===== src/rtl/alu_seq.sv =====
// Registered ALU for the multi-cycle datapath: most ops complete in one cycle, while mul
// iterates shift-add over WIDTH cycles. G, zero and carry hold until the next completion.
module alu_seq #(
   parameter int unsigned WIDTH      = 16,
   parameter bit          SIGNED_SLT = 1'b0
) (
   input  logic             clock,
   input  logic             reset,
   input  logic             start,
   input  logic [2:0]       control,
   input  logic [WIDTH-1:0] A,
   input  logic [WIDTH-1:0] Bus,
   output logic [WIDTH-1:0] G,
   output logic             done,
   output logic             busy,
   output logic             zero,
   output logic             carry
);

   localparam int unsigned      CntW     = (WIDTH > 1) ? $clog2(WIDTH) : 1;
   localparam logic [WIDTH-1:0] WidthVal = WIDTH'(WIDTH);
   localparam logic [CntW-1:0]  LastIter = CntW'(WIDTH - 1);

   localparam logic [2:0] OpAdd = 3'b000;
   localparam logic [2:0] OpSub = 3'b001;
   localparam logic [2:0] OpOr  = 3'b010;
   localparam logic [2:0] OpSlt = 3'b011;
   localparam logic [2:0] OpSll = 3'b100;
   localparam logic [2:0] OpSrl = 3'b101;
   localparam logic [2:0] OpMul = 3'b110;
   localparam logic [2:0] OpAnd = 3'b111;

   typedef enum logic [0:0] {StIdle, StMul} state_t;

   state_t               state_q, state_d;
   logic [WIDTH-1:0]     g_q, g_d;
   logic                 done_q, done_d;
   logic                 zero_q, zero_d;
   logic                 carry_q, carry_d;
   logic [2*WIDTH-1:0]   acc_q, acc_d;
   logic [2*WIDTH-1:0]   mcand_q, mcand_d;
   logic [WIDTH-1:0]     mplier_q, mplier_d;
   logic [CntW-1:0]      cnt_q, cnt_d;

   logic [WIDTH:0]       sum;
   logic [WIDTH:0]       diff;
   logic                 lt;
   logic                 shift_oob;
   logic [WIDTH-1:0]     alu_res;
   logic                 alu_cy;
   logic [2*WIDTH-1:0]   acc_step;

   // Single-cycle datapath; the extra MSB of diff is the borrow (A < Bus unsigned).
   always_comb begin
      sum       = {1'b0, A} + {1'b0, Bus};
      diff      = {1'b0, A} - {1'b0, Bus};
      lt        = SIGNED_SLT ? ($signed(A) < $signed(Bus)) : (A < Bus);
      shift_oob = (Bus >= WidthVal);
      alu_res   = '0;
      alu_cy    = 1'b0;
      unique case (control)
         OpAdd: begin
            alu_res = sum[WIDTH-1:0];
            alu_cy  = sum[WIDTH];
         end
         OpSub: begin
            alu_res = diff[WIDTH-1:0];
            alu_cy  = diff[WIDTH];
         end
         OpOr:  alu_res = A | Bus;
         OpSlt: alu_res = lt ? WIDTH'(1) : '0;
         OpSll: alu_res = shift_oob ? '0 : (A << Bus);
         OpSrl: alu_res = shift_oob ? '0 : (A >> Bus);
         OpMul: alu_res = '0;
         OpAnd: alu_res = A & Bus;
      endcase
   end

   assign acc_step = mplier_q[0] ? (acc_q + mcand_q) : acc_q;

   always_comb begin
      state_d  = state_q;
      g_d      = g_q;
      done_d   = 1'b0;
      zero_d   = zero_q;
      carry_d  = carry_q;
      acc_d    = acc_q;
      mcand_d  = mcand_q;
      mplier_d = mplier_q;
      cnt_d    = cnt_q;
      case (state_q)
         StIdle: begin
            if (start) begin
               if (control == OpMul) begin
                  mcand_d  = {{WIDTH{1'b0}}, A};
                  mplier_d = Bus;
                  acc_d    = '0;
                  cnt_d    = '0;
                  state_d  = StMul;
               end else begin
                  g_d     = alu_res;
                  carry_d = alu_cy;
                  zero_d  = (alu_res == '0);
                  done_d  = 1'b1;
               end
            end
         end
         StMul: begin
            acc_d    = acc_step;
            mcand_d  = mcand_q << 1;
            mplier_d = mplier_q >> 1;
            cnt_d    = cnt_q + CntW'(1);
            if (cnt_q == LastIter) begin
               g_d     = acc_step[WIDTH-1:0];
               carry_d = |acc_step[2*WIDTH-1:WIDTH];
               zero_d  = (acc_step[WIDTH-1:0] == '0);
               done_d  = 1'b1;
               state_d = StIdle;
            end
         end
         default: state_d = StIdle;
      endcase
   end

   always_ff @(posedge clock) begin
      if (reset) begin
         state_q  <= StIdle;
         g_q      <= '0;
         done_q   <= 1'b0;
         zero_q   <= 1'b0;
         carry_q  <= 1'b0;
         acc_q    <= '0;
         mcand_q  <= '0;
         mplier_q <= '0;
         cnt_q    <= '0;
      end else begin
         state_q  <= state_d;
         g_q      <= g_d;
         done_q   <= done_d;
         zero_q   <= zero_d;
         carry_q  <= carry_d;
         acc_q    <= acc_d;
         mcand_q  <= mcand_d;
         mplier_q <= mplier_d;
         cnt_q    <= cnt_d;
      end
   end

   assign G     = g_q;
   assign done  = done_q;
   assign busy  = (state_q == StMul);
   assign zero  = zero_q;
   assign carry = carry_q;

endmodule


===== config.mk =====
export PLATFORM = sky130hd
export DESIGN_NAME = alu_seq
export DESIGN_NICKNAME = d
export VERILOG_FILES = /design/src/rtl/alu_seq.sv
export SDC_FILE = /design/constraint.sdc
export NUM_CORES = 1
export LEC_CHECK = 0
export ABC_AREA = 1
export BUFFER_PORTS_ARGS = -buffer_cell sky130_fd_sc_hd__clkbuf_2
export CORE_MARGIN = 1.5
export CORE_UTILIZATION = 35
export CTS_CLUSTER_SIZE = 20
export DETAILED_ROUTE_END_ITERATION = 8
export PLACE_DENSITY_LB_ADDON = 0.25
export REMOVE_ABC_BUFFERS = 1
export SYNTH_ARGS = -nofsm -noshare
export SYNTH_HDL_FRONTEND = slang
export SYNTH_SLANG_ARGS = --single-unit
export TNS_END_PERCENT = 30

===== constraint.sdc =====
create_clock -name clock -period 4.6 [get_ports clock]
set_clock_uncertainty 0.05 [all_clocks]
set_input_delay 0.69 -clock clock [delete_from_list [all_inputs] [get_ports clock]]
set_output_delay 0.69 -clock clock [all_outputs]
set_load 0.02 [all_outputs]

* Word-level counts from Yosys, hierarchy flattened
Index checks and enable logic that the tools add are counted.
** Storage, ports and cells
- Output and inout bits :: 20
- Input bits :: 38
- Register bits :: 104
** Operators by class
- Bitwise operators :: 3
- Reductions and logical operators :: 6
- Eq/ne operators :: 12
- $lt $le $gt $ge :: 2
- Shift operators :: 2
- Muxes and demuxes :: 38
- $add $sub $neg :: 4
** Operator list (number)
- $mux W32 :: 5
- $pmux W16 S8 :: 1
- $pmux W32 S2 :: 2
- $mux W16 :: 7
- $pmux W16 S2 :: 2
- $add A32 B32 Y32 :: 1
- $logic_not A16 Y1 :: 2
- $add A16 B16 Y17 :: 1
- $sub A16 B16 Y17 :: 1
- $and A16 B16 Y16 :: 1
- $ge A16 B5 Y1 const B :: 1
- $lt A16 B16 Y1 :: 1
- $or A16 B16 Y16 :: 1
- $reduce_or A16 Y1 :: 1
- $shl A16 B16 Y16 :: 1
- $shr A16 B16 Y16 :: 1
- $mux W1 :: 13
- $eq A3 B3 Y1 const B :: 4
- $pmux W1 S2 :: 5
- $mux W4 :: 2
- $pmux W4 S2 :: 1
- $eq A3 B2 Y1 const B :: 2
- $ne A2 B2 Y1 const B :: 3
- $add A4 B1 Y4 const B :: 1
- 7 further kinds :: 7

* Depth between registers and ports, before layout
Gate-level depths: netlist (run 1).
- Word-level depth :: 7
- Gate-level depth with buffers :: 22
- Mapped depth without buffers :: 20

* Worst setup path before layout (run 1)
No wires, ideal clock.
- Kind :: input -> register
- From :: in Bus[2]
- To :: reg zero_q (netlist: zero)
- Setup slack :: 1.557 ns
- Arrival time :: 2.871 ns
- Buffers on the path :: 3
- Setup time :: 0.122 ns
- Cell stages on the path :: 20
- Cells stage by stage :: buf_2 > inv_1 > buf_2 > ha_1 > buf_4 > nand3_1 > nand3_1 > a21oi_1 > o21ai_1 > inv_1 > nor2_1 > nor2_1 > o21ai_0 > or2_2 > nand2_1 > nand2_1 > nand3_1 > nor2_1 > nand2_1 > a21oi_2
** Between the ends
- Cells in the longest elaborated chain, start to end :: 7
- Elaborated cells on any way between the ends :: 16
- Classes of those cells :: add/sub (2); order compare (2); shift (2); mux (7); bitwise (2); reduce/logical (1)
** Ends and longest elaborated chain
- from (decl) :: line 12 : input logic [WIDTH-1:0] Bus,
- $ge A16 B5 Y1 (tied with other cells) :: line 58 : shift_oob = (Bus >= WidthVal);
- $mux W16 (tied with other cells) :: line 73 : OpSrl: alu_res = shift_oob ? '0 : (A >> Bus);
- $pmux W16 S8 * :: line 61 : unique case (control)
- $logic_not A16 Y1 * :: line 103 : zero_d = (alu_res == '0);
- $mux W1 * :: line 94 : if (control == OpMul) begin
- $mux W1 * :: line 93 : if (start) begin
- $pmux W1 S2 * :: line 91 : case (state_q)
- to (signal assigned) :: line 140 : zero_q <= zero_d;
- to (decl) :: line 38 : logic zero_q, zero_d;
Every way passes the cells marked *; elsewhere a longest branch is shown, timed or not. The select of a mux whose other input is x is not followed.
A chain may end at the register's enable or synchronous reset.

* Final worst setup path (run 1)
- From :: in Bus[3]
- To :: reg zero_q (netlist: zero)
The elaborated chain is that of the path after synthesis.

==> results of run 1 <==
## cell families after synthesis
group | share of synthesized area [%]
adders and majority gates | 10.6
xor gates and xnor gates | 1.76
and+or+nand+nor | 36.2
buffers and inverters | 9.42
DFF | 20.9
muxes | 0.100
AOI/OAI and AO/OA | 21.0
## critical path: stages
cell and delay, ns:
clkbuf_2 0.22, inv_1 0.46, ha_1 0.39, nor2_1 0.19, nand2_1 0.07, o21ai_0 0.33, nand3_1 0.16, nand2_1 0.09
nand2_1 0.07, nand3_1 0.07, nand2_1 0.05, inv_1 0.05, nand2_1 0.10, nor2_1 0.19, nand4_1 0.16, nor2_1 0.11
nand2_1 0.07, a21oi_2 0.10
## sequential cells by signal (all words and copies together) (netlist names)
name and count:
busy 1, done 1, acc_q 32, mcand_q 32
G 16, cnt_q 4, zero 1, carry 1
mplier_q 16
## cells in the mapped netlist (all sizes together)
cell	count	share of area, %
o21bai	9	0.68
nor3	10	0.73
ha	80	10
o221ai	2	0.18
o211ai	9	0.68
clkbuf	55	2.1
fa	3	0.60
a211oi	31	2.3
a2111oi	1	0.088
a21o	3	0.23
a21boi	2	0.15
mux2i	1	0.10
o21a	3	0.23
buf	18	1.1
nor2	161	6.2
dfxtp	104	21
o22ai	1	0.063
nand3b	4	0.30
a31oi	24	1.5
xor2	10	0.88
nand4	29	1.9
o2111ai	1	0.088
nand2	460	17
o21ai	138	7.1
xnor2	10	0.88
a221oi	2	0.18
or2	17	1.1
a21oi	148	7.5
nand3	172	8.6
inv	167	6.3
## layer usage
layer	vias up	track usage, %
li1	5617	-
met1	5380	35.6
met2	334	42.1
met3	43	2.32
met4	0	6.09
met5	-	0
## worst max-delay path by stage
stage | from | endpoint | slack [ns] | cells after the start
2_1_floorplan | control[1] | mcand_q[10] | 0.64 | 8
3_3_place_gp | Bus[3] | zero | 0.93 | 18
3_5_place_dp | Bus[3] | zero | 0.90 | 18
4_1_cts | Bus[3] | zero | 1.30 | 18
5_1_grt | Bus[3] | zero | 0.93 | 18
6_report | Bus[3] | zero | 1.26 | 18
## power groups by stage
stage	registers, W	logic (W)	clock network [W]
3_3_place_gp	0.000981	0.000620	0
4_1_cts	0.000960	0.000620	0.000828
2_1_floorplan	0.000992	0.000367	0
5_1_grt	0.000964	0.000696	0.000868
3_5_place_dp	0.000981	0.000618	0
6_report	0.000960	0.000630	0.000808
## area by class of cell
type,instances,area [sq um]
Timing Repair Buffer,75,420
Multi-Input combinational cell,1331,6960
Clock inverter,7,81.3
Fill cell,3195,17100
Sequential cell,104,2080
Inverter,167,627
Tap cell,378,473
Clock buffer,9,225
## per-stage QoR
stage	cells	instance area, sq um	setup slack (ns)
finish	2071	10900	1.26
global route	2071	10900	0.931
CTS	2071	10900	1.30
detailed placement	2055	10600	0.904
global placement	2055	10600	0.927
floorplan	1602	9660	0.638
==> metrics.cfg, run 1 <==
[status]
outcome = complete, no violations

[die]
core-area_sq_mm = 0.0279
die_height_um = 172
die_area_sq_mm = 0.0295
rows = 61
start_util_pct = 35.7
die_x_um = 172
ios = 58

[routing]
drt_iter0_drc = 978
drcViolationCount = 0
ant_nets = 0
wire_per_inst_um = 17.9
met1Wirelength_um = 17900
wl_um = 37200
viasPerCell = 5.49
dr.pass1.iters = 7
via_count = 11374
met2_length_um = 16800
routed.top_layer = met4
wl_met3_um = 1790

[min_path]
holdPathEnd = mplier_q[15]
min_path_type = register to register
hold_path.startpoint = mplier_q[15]
whs_path_depth = 2

[power]
p_switching_w = 0.000887
pwr-share-seq_pct = 40.0
cellPowerDensity_mw_per_mm2 = 221
total_leakage_power_nw = 4.90
ir_drop_mv = 0.162
finalPower_w = 0.00240
power_switching_share_pct = 37.0
p_int_w = 0.00151
comb_power_share_pct = 26.3
power_frac_clock_pct = 33.7

[clock_tree]
cts_tree = done
htree_levels = 3
hold_buffers = 0
cts_buffers = 9
cts_setup_buffers = 0
cts.path.max_buffers = 2
clock_tree.root_cell = clkbuf_16
clk-insertion-delay-late_ns = 0.37
cts_resized = 0
clock-sinks = 104
clk_pin_slew_worst_paths_ns = 0.09

[sta]
slew_violations = 0
rsz0062_at_grt = no
max_slew_margin_pct = 26.0
max_freq_mhz = 300
hold_ws_ns = 0.417
setup_tns_ns = 0
period_minus_slack_ns = 3.34
period_share_pct = 72.5
setup_viol = 0
worst-slew-pin-transition_ns = 1.11
hold_viol = 0

[synthesis]
avgSynthCellArea_sq_um = 5.95
ys_ff_latch = 104
ys_seq_area_share_pct = 20.9
synth.distinct_cells = 45
yosysWarnings = 0
netlist_instances = 1675
synth_area_sq_mm = 0.00997

[setup_path]
crit_required_ns = 4.86
r2r_setup_slack_ns = 1.52
r2r_cells = 17
reg2reg_to = carry
path_class = input port to register
startpoint_type = input port
critPathArrivalTime_ns = 3.59
rr_startpoint = mcand_q[0]
cp_max_fo = 15
end_kind = register

[global_routing]
grt.total_usage_pct = 25.5
grt_overflow_total = 0
antenna_found_initial = 0
grt_pass1_wl_um = 58600
first_global_vias = 10687
grt_max_degree = 60

[cells_and_area]
antenna_cells = 0
area_growth_pct = 9.01
final_common_cell = nand2_1
fin_util_pct = 38.9
nets = 1809
final_cell_mix = nand2_1 (459), nand3_1 (172), inv_1 (164)
drive_gt1_share_pct = 7.44

[placement]
place_congestion = 0.958
dp_hpwl_um = 29000
io_buffers = 57

[job]
drv_cap = 0

Note: power is estimated with default switching activity, not from simulation.
==> inputs of run 2 (changes only) <==
- clock period: 4.6 -> 3.45 ns (I/O delays scaled with it)
==> run 2 against run 1 <==
  * Core utilization increased by 0.86 points
  * Cell count is 1.4% higher
  * Count of clock-buffer cells in the layout unchanged
  * Global-route usage is 1.0 points higher
  * Power grew 37%
  * Largest power group unchanged
==> metrics.cfg, run 2 (synthesis results as in run 1) <==
[setup_path]
cp_max_fo = 4  ; -11
crit_chain = ha_1, fa_1, nand2_1, a21oi_1, a31oi_1, o21ai_2, nand3_1, nand2_1, nand2_1, nand3_1, nand2_1, nor2_1, nand2_1, nor2_1, nand3_1, nand2_1, a21oi_1
reg2reg_to = carry
r2r_setup_slack_ns = 0.29  ; -1.23 ns
path_buf_inv = 0  ; -3
end_kind = register
crit_required_ns = 3.63  ; -1.23 ns
startpoint_type = register
cpMaxStageDelayCell = o21ai_2
r2r_cells = 17  ; unchanged
critical_path.top_delay_family = simple AND/OR/NAND/NOR gates
rr_startpoint = mcand_q[0]
critPathMaxStageDelay_ns = 0.39  ; -0.07 ns
critPathArrivalTime_ns = 3.34  ; -0.25 ns
worst_path_most_repeated_cell = nand2_1
path_class = register to register

[die]
start_util_pct = 35.7  ; unchanged
die_x_um = 172  ; unchanged
die_height_um = 172  ; unchanged
core-area_sq_mm = 0.0279  ; unchanged
rows = 61  ; unchanged
die_area_sq_mm = 0.0295  ; unchanged
ios = 58  ; unchanged

[sta]
hold_viol = 0  ; unchanged
max_freq_mhz = 317
max_slew_margin_pct = 33.5  ; +7.5 points
slew_violations = 0  ; unchanged
period_share_pct = 91.6
setup_slack_ns = 0.291  ; -0.973 ns
period_minus_slack_ns = 3.16
worst-slew-pin-transition_ns = 0.996  ; -0.113 ns
rsz0062_at_grt = no
setup_viol = 0  ; unchanged

[cells_and_area]
stdcell_area_sq_mm = 0.0111  ; +2.2%
final_common_cell = nand2_1
nets = 1839  ; +1.7%
reg.largest.list = acc_q x32, mcand_q x32
final_cell_mix = nand2_1 (459), nand3_1 (172), inv_1 (165)
fin_util_pct = 39.8  ; +0.86 points
area_growth_pct = 11.4
antenna_cells = 0  ; unchanged
drive_gt1_share_pct = 9.05  ; +1.6 points

[power]
p_int_w = 0.00210  ; +39%
ir_drop_mv = 0.204  ; +26%
total_leakage_power_nw = 5.06  ; +3.2%
comb_power_share_pct = 26.7  ; +0.4 points
pwr-share-seq_pct = 39.0  ; -1.0 points
power_switching_share_pct = 36.1  ; -0.92 points
power_frac_clock_pct = 34.4  ; +0.7 points
p_switching_w = 0.00118  ; +33%
cellPowerDensity_mw_per_mm2 = 295  ; +34%

[global_routing]
grt_pass1_wl_um = 59500  ; +1.6%
grt_overflow_total = 0  ; unchanged
grt_max_degree = 59  ; -1.7%
grt.total_usage_pct = 26.5  ; +1.0 points
first_global_vias = 10667  ; -0.19%
antenna_found_initial = 0  ; unchanged

[min_path]
whs_path_depth = 3  ; +1
hold_path.startpoint = Bus[5]
holdPathEnd = mplier_q[5]
min_path_type = input port to register

[clock_tree]
cts_setup_buffers = 0  ; unchanged
cts_tree = done
htree_levels = 3  ; unchanged
clk-insertion-delay-late_ns = 0.38  ; about the same
hold_buffers = 0  ; unchanged
clk_pin_slew_worst_paths_ns = 0.08  ; about the same
cts.path.max_buffers = 2  ; unchanged
clock-sinks = 104  ; unchanged
cts_resized = 0  ; unchanged
cts_buffers = 9  ; unchanged
clock_tree.root_cell = clkbuf_16

[routing]
viasPerCell = 5.41  ; -1.6%
drt_iter0_drc = 923  ; -5.6%
via_count = 11359  ; -0.13%
wl_um = 38500  ; +3.5%
ant_nets = 0  ; unchanged
drcViolationCount = 0  ; unchanged
wire_per_inst_um = 18.3  ; +2.0%
dr.pass1.iters = 5  ; -2

[placement]
dp_slack_ns = 0.220  ; -0.684 ns
dpl_cell_area_sq_mm = 0.0108  ; +2.2%
dp_hpwl_um = 30200  ; +4.2%
io_buffers = 57  ; unchanged
place_congestion = 0.982  ; +2.5%

[job]
drv_cap = 0  ; unchanged

[status]
outcome = complete, no violations

-- run 2: cell types whose count changed in the layout (fill, tap and decap cells not counted) --
cell | before | now
buf_12 | 0 | 1
inv_8 | 2 | 1
clkinv_8 | 2 | 0
inv_6 | 2 | 4
buf_4 | 18 | 47
clkinv_1 | 1 | 0
bufinv_16 | 0 | 1
inv_1 | 164 | 165
-- run 2: worst max path at each step --
stage | start | endpoint | slack (ns) | depth (start not counted)
2_1_floorplan | busy | mcand_q[10] | -0.48 | 4
3_3_place_gp | A[2] | zero | 0.23 | 20
3_5_place_dp | A[2] | zero | 0.22 | 20
4_1_cts | mcand_q[0] | carry | 0.32 | 17
5_1_grt | mcand_q[0] | carry | 0.14 | 17
6_report | mcand_q[0] | carry | 0.29 | 17
-- run 2: final cells by class --
| class | instances | area, sq um |
|---|---|---|
| sequential | 104 | 2080 |
| timing repair buffer | 105 | 658 |
| fill | 3135 | 16800 |
| multi-input combinational | 1331 | 6960 |
| tap | 378 | 473 |
| clock inverter | 7 | 85.1 |
| clock buffer | 9 | 225 |
| inverter | 167 | 627 |
-- run 2: layer usage --
layer  share of wire [%]  track usage [%]  routed length (um)  vias up
met5                   0                0                   0        -
met4                 2.8             9.00                1090        0
met3                 5.4             3.01                2080       59
met2                  45             42.8               17100      330
met1                  47             36.5               18200     5301
li1                    -                -                   -     5669
-- run 2: worst register-to-register path, cell delays in order, from the launching register on --
cell,delay [ns]
dfxtp_1,0.37
ha_1,0.21
fa_1,0.20
nand2_1,0.09
a21oi_1,0.33
a31oi_1,0.28
o21ai_2,0.39
nand3_1,0.15
nand2_1,0.10
nand2_1,0.05
nand3_1,0.06
nand2_1,0.07
nor2_1,0.11
nand2_1,0.07
nor2_1,0.22
nand3_1,0.14
nand2_1,0.09
a21oi_1,0.05
-- run 2: power groups by stage --
| stage | sequential, W | combinational [W] | clock [W] |
|---|---|---|---|
| 6_report | 0.00128 | 0.000876 | 0.00113 |
| 5_1_grt | 0.00129 | 0.000966 | 0.00120 |
| 4_1_cts | 0.00128 | 0.000866 | 0.00115 |
| 3_5_place_dp | 0.00131 | 0.000862 | 0 |
| 3_3_place_gp | 0.00131 | 0.000864 | 0 |
| 2_1_floorplan | 0.00132 | 0.000489 | 0 |
-- run 2: through the flow --
step | hold WS [ns] | cells | power, W | setup TNS, ns
final | 0.403 | 2101 | 0.00328 | 0
after global routing | 0.426 | 2101 | 0.00345 | 0
after CTS | 0.392 | 2101 | 0.00330 | 0
after detailed placement | 0.406 | 2085 | 0.00217 | 0
after global placement | 0.400 | 2085 | 0.00217 | 0
after floorplan | 0.382 | 1602 | 0.00181 | -14.25
==> inputs of run 3 (changes only) <==
- ABC_AREA: 1 -> not set
==> run 3 against run 2 <==
  * First-iteration DRC count shrank 13%
  * Power grew 7.3%
  * Maximum frequency shrank 8.4%
  * Combinational power grew 32%
  * Core utilization grew 4.8 points
  * Global-route usage shrank 0.81 points
  * Die area grew 1.5%
  * Synthesized cell count shrank 20%
  * Count of clock-buffer cells in the layout is the same
  * Critical endpoint unchanged
  * Largest cell class unchanged
==> metrics.cfg, run 3 <==
[cells_and_area]
final_common_cell = buf_4
nets = 1666  ; -9.4%
stdcell_area_sq_mm = 0.0127  ; +14%
antenna_cells = 0  ; unchanged
area_growth_pct = 25.6
final_cell_mix = buf_4 (237), a21oi_1 (127), nor2_1 (122)
reg.largest.list = acc_q x32, mcand_q x32
drive_gt1_share_pct = 24.9  ; +16 points

[global_routing]
grt_overflow_total = 0  ; unchanged
first_global_vias = 10758  ; +0.85%
grt.total_usage_pct = 25.7  ; -0.81 points
grt_pass1_wl_um = 61100  ; +2.7%
antenna_found_initial = 1  ; +1
grt_max_degree = 78  ; +32%

[placement]
dpl_cell_area_sq_mm = 0.0122  ; +13%
dp_hpwl_um = 30300  ; about the same
place_congestion = 0.998  ; +1.6%
io_buffers = 57  ; unchanged

[power]
total_leakage_power_nw = 5.41  ; +7.0%
p_switching_w = 0.00126  ; +6.2%
ir_drop_mv = 0.187  ; -8.4%
finalPower_w = 0.00352  ; +7.3%
power_frac_clock_pct = 30.8  ; -3.6 points
cellPowerDensity_mw_per_mm2 = 277  ; -6.3%
comb_power_share_pct = 32.9  ; +6.2 points
power_switching_share_pct = 35.7  ; -0.37 points
pwr-share-seq_pct = 36.2  ; -2.8 points
p_int_w = 0.00227  ; +7.9%

[clock_tree]
hold_buffers = 0  ; unchanged
clock_tree.root_cell = clkbuf_16
clk-insertion-delay-late_ns = 0.37  ; about the same
clock-sinks = 104  ; unchanged
cts_buffers = 9  ; unchanged
clk_pin_slew_worst_paths_ns = 0.08  ; about the same
cts.path.max_buffers = 2  ; unchanged
htree_levels = 3  ; unchanged
cts_tree = done

[status]
outcome = complete, no violations

[synthesis]
synth_flop_cell = dfxtp_1
synth-compound-area-share_pct = 31.7  ; +11 points
yosysWarnings = 0  ; unchanged
netlist_instances = 1333  ; -20%
synthSimpleGateAreaFrac_pct = 19.7  ; -16 points
synth-xor-area-share_pct = 2.94  ; +1.2 points
synth_area_sq_mm = 0.0101  ; +1.5%
synthTopCellsByArea = dfxtp_1 (21%), ha_1 (9.9%), a21oi_1 (6.5%)
synth.distinct_cells = 83  ; +84%
synthAdderAreaFrac_pct = 10.5  ; -0.16 points
synth_top_area_cell = dfxtp_1
synthTopCellsByCount = a21oi_1 (131), nor2_1 (123), dfxtp_1 (104)
ys_seq_area_share_pct = 20.6  ; -0.30 points
yosysMostFrequentCell = a21oi_1
synth_top_family_by_area = compound AO/OA/AOI/OAI gates
avgSynthCellArea_sq_um = 7.59  ; +28%
ys_ff_latch = 104  ; unchanged
muxShareOfSynthArea_pct = 7.94  ; +7.8 points
synthArstFlopShare_pct = 0  ; unchanged
synth-edff-count = 0  ; unchanged
yosysTopAreaCellShare_pct = 20.6  ; -0.30 points

[sta]
rsz0062_at_grt = yes
max_slew_margin_pct = 46.1  ; +13 points
worst-slew-pin-transition_ns = 0.808  ; -0.188 ns
period_share_pct = 99.9  ; +8.3 points
slew_violations = 0  ; unchanged
setup_viol = 0  ; unchanged
max_freq_mhz = 290  ; -8.4%
hold_viol = 0  ; unchanged
period_minus_slack_ns = 3.45  ; +0.288 ns

[die]
rows = 62  ; +1.6%
core-area_sq_mm = 0.0285  ; +2.2%
die_area_sq_mm = 0.0299  ; +1.5%
ios = 58  ; unchanged
die_height_um = 173  ; +0.72%
die_x_um = 173  ; +0.72%
start_util_pct = 35.5  ; -0.25 points

[setup_path]
crit_required_ns = 3.64  ; about the same
startpoint_type = register
r2r_cells = 14  ; -3
path_class = register to register
r2r_setup_slack_ns = 0.003  ; -0.29 ns
end_kind = register
critPathArrivalTime_ns = 3.64  ; +0.30 ns
cp_max_fo = 4  ; unchanged
rr_startpoint = mcand_q[0]
reg2reg_to = carry

[min_path]
min_path_type = register to register
holdPathEnd = G[9]
hold_path.startpoint = G[9]
whs_path_depth = 2  ; -1

[routing]
via_count = 11077  ; -2.5%
drt_iter0_drc = 803  ; -13%
wire_per_inst_um = 20.0  ; +9.0%
ant_nets = 0  ; unchanged
wl_um = 38600  ; +0.32%
viasPerCell = 5.73  ; +5.9%
dr.pass1.iters = 6  ; +1
drcViolationCount = 0  ; unchanged

[job]
drv_cap = 0  ; unchanged

-- run 3: changes by cell type in the layout (fill, tap and decap cells not counted), sizes merged, moves of 38 or more --
cell	previous run	this run
buf	48	238
inv	172	68
nand2	460	99
nand3	172	32
nor2	161	123
o21ai	138	85
-- run 3: logic make-up after synthesis --
kind of cell | after synthesis
compound gates | 479
fa+ha+maj | 83
flops | 104
simple gates | 408
mux | 63
xor+xnor | 34
buf+inv | 162
-- run 3: metal layers --
metal  global-route usage [%]  vias to the layer above  routed length, um
met5                        0                        -                 12
met4                     8.55                        2               1070
met3                     3.25                       69               1760
met2                     43.0                      300              18200
met1                     34.2                     5317              17600
li1                         -                     5389                  -
-- run 3: repair_timing --
action / 4_1_cts / 5_1_grt
pin swaps: 5 / 15
buffers inserted: 1 / 5
resized for setup: 9 / 18
endpoints found under the setup margin: 3 / 9
-- run 3: metrics by stage --
step                hold WS, ns  std cells  util [%]  TNS, ns  setup slack [ns]
finish                    0.403       1934      44.5        0           0.00314
detailed placement        0.400       1913      42.9    -2.07            -0.408
floorplan                 0.389       1240         -   -47.64             -1.09
CTS                       0.409       1930      44.2        0            0.0138
global placement          0.389       1913      42.9    -1.48            -0.327
global route              0.427       1934      44.5   -0.448            -0.174
-- run 3: layout make-up --
class	count	area (sq um)
clock buffer	9	225
fill	2989	15800
clock inverter	7	85.1
tap	384	480
multi-input combinational	1067	7500
sequential	104	2090
timing repair buffer	294	2080
inverter	69	259
-- run 3: worst max-delay path: stages (launching register included) --
cell       delay, ns
dfxtp_2         0.35
ha_4            0.16
fa_2            0.37
a21oi_2         0.16
o211ai_1        0.17
buf_4           0.18
a2111oi_4       0.42
nor4_1          0.09
o32a_1          0.20
a221o_1         0.29
nor4_2          0.25
o2111ai_1       0.16
nor4_1          0.26
buf_4           0.15
a31oi_1         0.06
-- run 3: worst max-delay path by stage --
| stage | startpoint | cells after the start | to |
|---|---|---|---|
| after floorplan | busy | 8 | carry |
| after global placement | Bus[1] | 15 | zero |
| after detailed placement | A[0] | 17 | G[14] |
| after CTS | acc_q[0] | 14 | carry |
| after global routing | mcand_q[0] | 15 | carry |
| final | mcand_q[0] | 14 | carry |
-- run 3: power groups by stage --
stage	combinational (W)	clock [W]	sequential, W
finish	0.00116	0.00109	0.00128
global route	0.00126	0.00115	0.00128
CTS	0.00114	0.00111	0.00128
detailed placement	0.00113	0	0.00130
global placement	0.00113	0	0.00130
floorplan	0.000552	0	0.00132
